<file path="src/rtl/sync_fifo_flags_if.sv">
// sync_fifo_flags_if
//  Handshake and status bundle for the single-clock flagged FIFO.
//  master : producer/consumer side (drives w_inc, wr_data, r_inc, clr_err)
//  slave  : FIFO side (drives read data, valid, fill level and all flags)
interface sync_fifo_flags_if #(
   parameter int DATA_WIDTH = 8,
   parameter int ADDR_WIDTH = 3
);
   logic                  w_inc;
   logic [DATA_WIDTH-1:0] wr_data;
   logic                  r_inc;
   logic                  clr_err;
   logic [DATA_WIDTH-1:0] rd_data;
   logic                  rd_valid;
   logic                  full;
   logic                  empty;
   logic                  almost_full;
   logic                  almost_empty;
   logic [ADDR_WIDTH:0]   fill_level;
   logic                  overflow;
   logic                  underflow;

   modport master (
      output w_inc, wr_data, r_inc, clr_err,
      input  rd_data, rd_valid, full, empty, almost_full, almost_empty,
             fill_level, overflow, underflow
   );

   modport slave (
      input  w_inc, wr_data, r_inc, clr_err,
      output rd_data, rd_valid, full, empty, almost_full, almost_empty,
             fill_level, overflow, underflow
   );
endinterface

</file>
<file path="src/rtl/sync_fifo_flags.sv">
// sync_fifo_flags
//  Single-clock FIFO with registered fill level, programmable almost-full /
//  almost-empty thresholds, sticky overflow/underflow and selectable
//  first-word-fall-through read mode.
//  clk  : rising-edge clock
//  rst  : synchronous reset, active high; discards contents
//  fifo : slave side of sync_fifo_flags_if (requests in, data and flags out)
module sync_fifo_flags #(
   parameter int DATA_WIDTH = 8,
   parameter int ADDR_WIDTH = 3,
   parameter int AE_LEVEL   = 1,
   parameter int AF_LEVEL   = 6,
   parameter int FWFT       = 0
) (
   input logic               clk,
   input logic               rst,
   sync_fifo_flags_if.slave  fifo
);
   localparam int DEPTH = 1 << ADDR_WIDTH;
   localparam logic [ADDR_WIDTH:0] DEPTH_L = (ADDR_WIDTH+1)'(DEPTH);
   localparam logic [ADDR_WIDTH:0] AE_L    = (ADDR_WIDTH+1)'(AE_LEVEL);
   localparam logic [ADDR_WIDTH:0] AF_L    = (ADDR_WIDTH+1)'(AF_LEVEL);

   logic [DATA_WIDTH-1:0] mem [DEPTH];
   logic [ADDR_WIDTH-1:0] wr_ptr;
   logic [ADDR_WIDTH-1:0] rd_ptr;
   logic [ADDR_WIDTH:0]   level;
   logic                  full;
   logic                  empty;
   logic                  wr_acc;
   logic                  rd_acc;
   logic                  overflow_q;
   logic                  underflow_q;

   // Acceptance uses this cycle's registered flags, so a full FIFO can still
   // take a read alongside a rejected write (and vice versa when empty).
   assign full   = (level == DEPTH_L);
   assign empty  = (level == '0);
   assign wr_acc = fifo.w_inc & ~full;
   assign rd_acc = fifo.r_inc & ~empty;

   always_ff @(posedge clk) begin
      if (rst) begin
         wr_ptr      <= '0;
         rd_ptr      <= '0;
         level       <= '0;
         overflow_q  <= 1'b0;
         underflow_q <= 1'b0;
      end else begin
         if (wr_acc) wr_ptr <= wr_ptr + ADDR_WIDTH'(1);
         if (rd_acc) rd_ptr <= rd_ptr + ADDR_WIDTH'(1);
         case ({wr_acc, rd_acc})
            2'b10:   level <= level + (ADDR_WIDTH+1)'(1);
            2'b01:   level <= level - (ADDR_WIDTH+1)'(1);
            default: level <= level;
         endcase
         // a new rejected request wins over a simultaneous clear
         if (fifo.w_inc & full)      overflow_q <= 1'b1;
         else if (fifo.clr_err)      overflow_q <= 1'b0;
         if (fifo.r_inc & empty)     underflow_q <= 1'b1;
         else if (fifo.clr_err)      underflow_q <= 1'b0;
      end
   end

   // storage is deliberately not reset
   always_ff @(posedge clk) begin
      if (!rst && wr_acc) mem[wr_ptr] <= fifo.wr_data;
   end

   assign fifo.full         = full;
   assign fifo.empty        = empty;
   assign fifo.almost_full  = (level >= AF_L);
   assign fifo.almost_empty = (level <= AE_L);
   assign fifo.fill_level   = level;
   assign fifo.overflow     = overflow_q;
   assign fifo.underflow    = underflow_q;

   if (FWFT != 0) begin : g_fwft
      // head word is presented directly; zero while empty so reset shows 0
      assign fifo.rd_data  = empty ? '0 : mem[rd_ptr];
      assign fifo.rd_valid = ~empty;
   end else begin : g_std
      logic [DATA_WIDTH-1:0] rd_data_q;
      logic                  rd_valid_q;

      always_ff @(posedge clk) begin
         if (rst) begin
            rd_data_q  <= '0;
            rd_valid_q <= 1'b0;
         end else begin
            rd_valid_q <= rd_acc;
            if (rd_acc) rd_data_q <= mem[rd_ptr];
         end
      end

      assign fifo.rd_data  = rd_data_q;
      assign fifo.rd_valid = rd_valid_q;
   end
endmodule

</file>
<file path="src/flat_wrapper.sv">
// flat-port wrapper written by rule: the top's interface ports become plain ports
module sync_fifo_flags_flat 
#(
   parameter int DATA_WIDTH = 8,
   parameter int ADDR_WIDTH = 3,
   parameter int AE_LEVEL   = 1,
   parameter int AF_LEVEL   = 6,
   parameter int FWFT       = 0
)
  (clk, rst, fifo_w_inc, fifo_wr_data, fifo_r_inc, fifo_clr_err, fifo_rd_data, fifo_rd_valid, fifo_full, fifo_empty, fifo_almost_full, fifo_almost_empty, fifo_fill_level, fifo_overflow, fifo_underflow);
  sync_fifo_flags_if #(.DATA_WIDTH(DATA_WIDTH), .ADDR_WIDTH(ADDR_WIDTH)) fifo_i ();
  input logic clk;
  input logic rst;
  input wire logic [$bits(fifo_i.w_inc)-1:0] fifo_w_inc;
  input wire logic [$bits(fifo_i.wr_data)-1:0] fifo_wr_data;
  input wire logic [$bits(fifo_i.r_inc)-1:0] fifo_r_inc;
  input wire logic [$bits(fifo_i.clr_err)-1:0] fifo_clr_err;
  output wire logic [$bits(fifo_i.rd_data)-1:0] fifo_rd_data;
  output wire logic [$bits(fifo_i.rd_valid)-1:0] fifo_rd_valid;
  output wire logic [$bits(fifo_i.full)-1:0] fifo_full;
  output wire logic [$bits(fifo_i.empty)-1:0] fifo_empty;
  output wire logic [$bits(fifo_i.almost_full)-1:0] fifo_almost_full;
  output wire logic [$bits(fifo_i.almost_empty)-1:0] fifo_almost_empty;
  output wire logic [$bits(fifo_i.fill_level)-1:0] fifo_fill_level;
  output wire logic [$bits(fifo_i.overflow)-1:0] fifo_overflow;
  output wire logic [$bits(fifo_i.underflow)-1:0] fifo_underflow;
  assign fifo_i.w_inc = fifo_w_inc;
  assign fifo_i.wr_data = fifo_wr_data;
  assign fifo_i.r_inc = fifo_r_inc;
  assign fifo_i.clr_err = fifo_clr_err;
  assign fifo_rd_data = fifo_i.rd_data;
  assign fifo_rd_valid = fifo_i.rd_valid;
  assign fifo_full = fifo_i.full;
  assign fifo_empty = fifo_i.empty;
  assign fifo_almost_full = fifo_i.almost_full;
  assign fifo_almost_empty = fifo_i.almost_empty;
  assign fifo_fill_level = fifo_i.fill_level;
  assign fifo_overflow = fifo_i.overflow;
  assign fifo_underflow = fifo_i.underflow;
  sync_fifo_flags #(.DATA_WIDTH(DATA_WIDTH), .ADDR_WIDTH(ADDR_WIDTH), .AE_LEVEL(AE_LEVEL), .AF_LEVEL(AF_LEVEL), .FWFT(FWFT)) u_core (.clk(clk), .rst(rst), .fifo(fifo_i));
endmodule
</file>
<file path="config.mk">
export PLATFORM = sky130hd
export DESIGN_NAME = sync_fifo_flags_flat
export DESIGN_NICKNAME = d
export VERILOG_FILES = /design/src/rtl/sync_fifo_flags_if.sv /design/src/rtl/sync_fifo_flags.sv /design/src/flat_wrapper.sv
export SDC_FILE = /design/constraint.sdc
export NUM_CORES = 1
export LEC_CHECK = 0
export BUFFER_PORTS_ARGS = -buffer_cell sky130_fd_sc_hd__buf_2
export CAP_MARGIN = 40
export CORE_MARGIN = 3
export CORE_UTILIZATION = 61
export CTS_BUF_LIST = sky130_fd_sc_hd__clkbuf_8
export CTS_CLUSTER_DIAMETER = 60
export DETAILED_ROUTE_END_ITERATION = 8
export GPL_TIMING_DRIVEN = 0
export PLACE_DENSITY = 0.83
export RECOVER_POWER = 50
export SYNTH_ARGS = -nofsm -noshare
export SYNTH_HDL_FRONTEND = slang
export SYNTH_SLANG_ARGS = --single-unit
</file>
<file path="constraint.sdc">
create_clock -name clk -period 2.62 [get_ports clk]
set_input_delay 0.262 -clock clk [delete_from_list [all_inputs] [get_ports clk]]
set_output_delay 0.262 -clock clk [all_outputs]
set_load 0.01 [all_outputs]
</file>
# Yosys cells after proc, flatten, opt, wreduce, memory -nomap -nowiden
# Memory sizes are Yosys's and may differ from the RTL's. A register that Yosys moved wholly into a read port is not among the register bits.
# Cells that the tools add are included.
word_totals:
  register_bits: 13
  latchBits: 0
  ram_bits: 64
  rom_bits: 0
  output_inout_bits: 19
  memories: 1
classes:
  addsub: 4
  mul: 0
  div_mod_pow: 0
  magnitude_cmp: 2
  n_eq_ne: 3
  n_shift: 0
  muxes: 6
  bitwise: 6
  n_reduce_logical: 6
mem_list:
  columns: ["memory", "words", "word_bits", "rd", "rd_clocked_by_memory_dff", "write_ports", "line_no", "source"]
  rows:
  - ["u_core.mem", 8, 8, 1, 1, 1, "sync_fifo_flags.sv:24", "logic [DATA_WIDTH-1:0] mem [DEPTH];"]
ops:
  columns: ["operator", "n"]
  rows:
  - ["$pmux 4 s2", 1]
  - ["$add 3x1->3 const B", 2]
  - ["$reduce_bool 2->1", 3]
  - ["$mux 1", 5]
  - ["$add 4x1->4 const B", 1]
  - ["$and 1x1->1", 4]
  - ["$eq 4x4->1 const B", 1]
  - ["$ge 4x3->1 const B", 1]
  - ["$le 4x1->1 const B", 1]
  - ["$logic_not 4->1", 1]
  - ["$sub 4x1->4 const B", 1]
  - ["$eq 2x1->1 const B", 1]
  - ["$eq 2x2->1 const B", 1]
  - ["$not 1->1", 2]
  - ["$logic_and 1x1->1", 1]
  - ["$logic_not 1->1", 1]

# Depth between registers and ports, before layout
logic_depth:
  ltp_word: 6
  ltp_mapped: 10
  mapped_depth_nobuf: 10

# Worst setup path after synthesis
# OpenSTA, ideal clock, no wires.
synth_timing:
  kind: "flip-flop to flip-flop"
  start: "register u_core.level[0] (netlist: u_core.fifo.fill_level[0])"
  end: "memory u_core.mem[0][0], enable pin"
  t_arrival_ns: 2.075
  required_time_ns: 2.222
  setup_slack_ns: 0.147
  stages_incl_launch_ff: 6
  n_path_buf: 0
  period_less_slack_ns: 2.473
  path_cell_list: "dfxtp_1 -> inv_1 -> ha_1 -> nand3b_1 -> nand2_1 -> nor4b_1"
synth_via:
  elab_chain_len: 6
synth_rtl:
  columns: ["item", "line_no", "source"]
  rows:
  - ["from (decl)", "sync_fifo_flags.sv:27", "logic [ADDR_WIDTH:0] level;"]
  - ["from (signal assigned)", "sync_fifo_flags.sv:53", "2'b10: level <= level + (ADDR_WIDTH+1)'(1);"]
  - ["from (signal assigned)", "sync_fifo_flags.sv:54", "2'b01: level <= level - (ADDR_WIDTH+1)'(1);"]
  - ["from (signal assigned)", "sync_fifo_flags.sv:55", "default: level <= level;"]
  - ["$eq 4x4->1", "sync_fifo_flags.sv:37", "assign full = (level == DEPTH_L);"]
  - ["$not 1->1", "sync_fifo_flags.sv:39", "assign wr_acc = fifo.w_inc & ~full;"]
  - ["$and 1x1->1", "sync_fifo_flags.sv:39", null]
  - ["$logic_and 1x1->1", "sync_fifo_flags.sv:67", "if (!rst && wr_acc) mem[wr_ptr] <= fifo.wr_data;"]
  - ["$mux 1", "sync_fifo_flags.sv:67", null]
  - ["$mux 1 (implied by the code)", "sync_fifo_flags.sv:67", null]
  - ["to (decl)", "sync_fifo_flags.sv:24", null]
# Every way passes these cells.

# Worst setup path after layout
layout_timing:
  start: "register u_core.level[1] (netlist: u_core.fifo.fill_level[1])"
  end: "register u_core.level[3] (netlist: u_core.fifo.fill_level[3])"
layout_via:
  elab_chain_len: 5
  word_cells_on_any_way: 12
layout_rtl:
  columns: ["item", "line_no", "source"]
  rows:
  - ["$eq 4x4->1 / $logic_not 4->1 (equally long branches)", "sync_fifo_flags.sv:37, sync_fifo_flags.sv:38", null]
  - ["$not 1->1, on equally long branches", "sync_fifo_flags.sv:39, sync_fifo_flags.sv:40", null]
  - ["$and 1x1->1, on equally long branches", "sync_fifo_flags.sv:39, sync_fifo_flags.sv:40", null]
  - ["$eq 2x1->1 / $eq 2x2->1 (equally long branches)", "sync_fifo_flags.sv:52", "case ({wr_acc, rd_acc})"]
  - ["$pmux 4 s2 / $reduce_bool 2->1 (equally long branches)", null, null]
# Several ways; a longest one is shown, not always the timed one.
# A chain may end at the register's enable or synchronous reset.

==> run metrics <==
Final Net Count 292; Yosys reg bits 85; sequential power share a little under half; status complete, no violations; Hold Slack 0.181 ns; count of final hold-check violations 0; internal power ~2.5 mW; gate count after technology mapping between 200 and 250; syn_nets roughly 250; Sw Ratio around 29%; FF-to-FF End u_core.fifo.fill_level[3]; FMAX between 400 and 500 MHz; core area around 5200 µm²; Final Slew Violations 0; sw power about 1.0 mW; max_slew headroom 44.2%; Die X ~81 µm; Seq/Total Area, Yosys between 60% and 70%; min-delay src fifo_r_inc; Starting Density between 60% and 70%; IO Pins 32; Max rail drop VDD 0.000536 V; clock group share of total power between 20% and 30%; Setup WS pre-CTS around 0.15 ns; period utilisation layout 91.1%; Area Growth Syn to Fin 14.6%; residual DRC count 0; Leakage around 1.3 nW; WP data required roughly 2.9 ns; filler cell count 340; cell area after synthesis around 3400 µm²; worst slew pin tran approximately 0.83 ns; DP Wirelength 4450 µm; commonest register cell after synthesis edfxtp_1; PD cells a little over 900 nW/µm²; Final WS setup roughly 0.23 ns; Hold/Removal Path Class input port to flop; reg2reg setup slack 0.23 ns; detailed-route wire length per cell around 19 µm; routability-driven placement congestion ratio a little over 0.8; startpoint types flop; post-route design area 3890 µm²; final global-route overflow total 0; dpl cell area between 3000 and 4000 µm²; commonest cells after routing, fill and taps aside edfxtp_1, mux2i_1, clkbuf_1; Setup Skew around 0.012 ns; synth unique cells 34; async set-or-reset flop fraction in the synthesized netlist 0%; Initial DRT Pass Iterations 4; # rows 26; Clk Latency, worst-skew pair approximately 0.35 ns; RSZ-0062 raised after global routing false; setup violators final 0; Die Area about 6500 µm²; WHS Path Cells 3; number of global-route vias before repair 2044; TritonCTS clock tree built; Hold Buf Count CTS 0; vias post-DR a little over 2k; drt via density roughly 5.8; Combinational Power Share about a quarter; crit path DAT ~2.6 ns; CTS max path bufs 2; Port Buffers 30; crit path time final between 2 and 2.5 ns; diodes inserted 0; reg2reg path depth 9; total CTS buffers 9; routed wire length roughly 6700 µm; average cell area after synthesis between 15 and 20 µm²; total track usage between 20 and 25%; max_cap viols 0; Hold EP u_core.fifo.underflow; die height approximately 81 µm; initial antenna violation count 0; Max FO, Critical Path 7; Synth warnings 0; most common cell after layout, fill and taps aside edfxtp_1; CTS Sinks 85; first-pass GRT wire length 10300 µm; share of layout cells above drive strength 1 15.2%; Worst-path clk slew roughly 0.090 ns; 1st-iter DRT viols roughly 140; H-Tree Depth 3; EDFF count, synth 64; RR Startpoint u_core.fifo.fill_level[1]; CP Capture Type flop; Final ANT Viol Nets 0; root buf cell clkbuf_8; largest net degree at the start of global routing 15; WS Path Type flop to flop
-- sequential cells by signal, indices dropped and copies added (netlist names) --
register and count:
u_core.fifo.fill_level 4, u_core.fifo.overflow 1, u_core.fifo.rd_data 8, u_core.fifo.rd_valid 1, u_core.fifo.underflow 1, u_core.mem 64, u_core.rd_ptr 3, u_core.wr_ptr 3
-- power by group through the flow --
stage / Sequential (mW) / Combinational, mW / Clock [mW]
after floorplan: 1.67 / 0.602 / 0
after global placement: 1.65 / 0.860 / 0
after detailed placement: 1.65 / 0.896 / 0
after CTS: 1.62 / 0.901 / 1.05
after global routing: 1.64 / 0.963 / 1.12
final: 1.63 / 0.878 / 1.04
-- synth_stat cells, types with 3 or more instances --
| library cell | count | area share (%) |
|---|---|---|
| a21oi_1 | 5 | 0.74 |
| a22oi_1 | 16 | 3.5 |
| a32o_1 | 8 | 2.4 |
| buf_1 | 3 | 0.33 |
| buf_4 | 3 | 0.66 |
| dfxtp_1 | 21 | 12 |
| edfxtp_1 | 64 | 57 |
| ha_1 | 7 | 2.6 |
| inv_1 | 4 | 0.44 |
| mux2i_1 | 33 | 9.7 |
| nand2_1 | 7 | 0.77 |
| nand3_1 | 4 | 0.59 |
| nor2_1 | 16 | 1.8 |
| nor2b_1 | 4 | 0.74 |
| nor3_1 | 4 | 0.59 |
| xor2_1 | 5 | 1.3 |
-- worst max-delay path by stage --
stage	from	end	slack [ns]	cells past startpoint
floorplan	u_core.fifo.fill_level[0]	u_core.mem[0][0]	0.15	5
global placement	u_core.fifo.fill_level[0]	u_core.mem[0][7]	-0.69	5
detailed placement	u_core.fifo.fill_level[0]	u_core.fifo.fill_level[3]	0.15	10
CTS	u_core.fifo.fill_level[0]	u_core.fifo.fill_level[3]	0.14	10
global route	u_core.fifo.fill_level[1]	u_core.fifo.fill_level[3]	0.05	10
finish	u_core.fifo.fill_level[1]	u_core.fifo.fill_level[3]	0.23	9
-- per-stage QoR --
stage / std cells / util [%] / total power, mW / TNS, ns
floorplan: 226 / - / 2.27 / 0
global placement: 326 / 69.3 / 2.51 / -11.71
detailed placement: 331 / 70.2 / 2.55 / 0
CTS: 347 / 74.7 / 3.57 / 0
global route: 347 / 74.2 / 3.73 / 0
finish: 347 / 74.2 / 3.55 / 0
-- repair_timing --
item	4_1_cts	5_1_grt
endpoints found under the setup margin	0	6
gates resized for setup	0	2
buffers inserted	0	0
-- worst max-delay path, stage by stage, from the launching register on --
cell and delay [ns]:
dfxtp_2 0.36, inv_1 0.10, ha_1 0.21, nand3b_1 0.19, nand2_1 0.31, ha_1 0.30
or4b_1 0.47, a21oi_2 0.16, xnor2_1 0.12, nor2_1 0.05
-- routing by layer --
layer | global-route usage [%] | vias up | wire length, µm
met3 | 5.72 | 15 | 315
li1 | - | 960 | -
met5 | 0 | - | 0
met1 | 27.5 | 985 | 2720
met2 | 38.6 | 68 | 3480
met4 | 11.8 | 0 | 185
-- logic make-up (layout without fill, tap and decap cells) --
logic type      count (synthesis)  count (layout)  synth area share, %
fa+ha+maj                       7               7                 2.58
xor+xnor                        7               7                 1.81
flops                          85              85                 69.1
buf+inv                        14              65                 1.92
compound gates                 33              33                 7.41
simple gates                   47              47                 7.49
mux                            33              33                 9.74
-- final cells by class --
cell class	instances	area, µm²	area share [%]
multi-input combinational	127	997	25.7
clock buffer	11	151	3.89
inverter	5	18.8	0.483
tap	70	87.6	2.25
sequential	85	2340	60.3
buffer	9	46.3	1.19
clock inverter	5	82.6	2.12
timing repair buffer	35	159	4.09
Note: power is estimated with default switching activity, not from simulation.
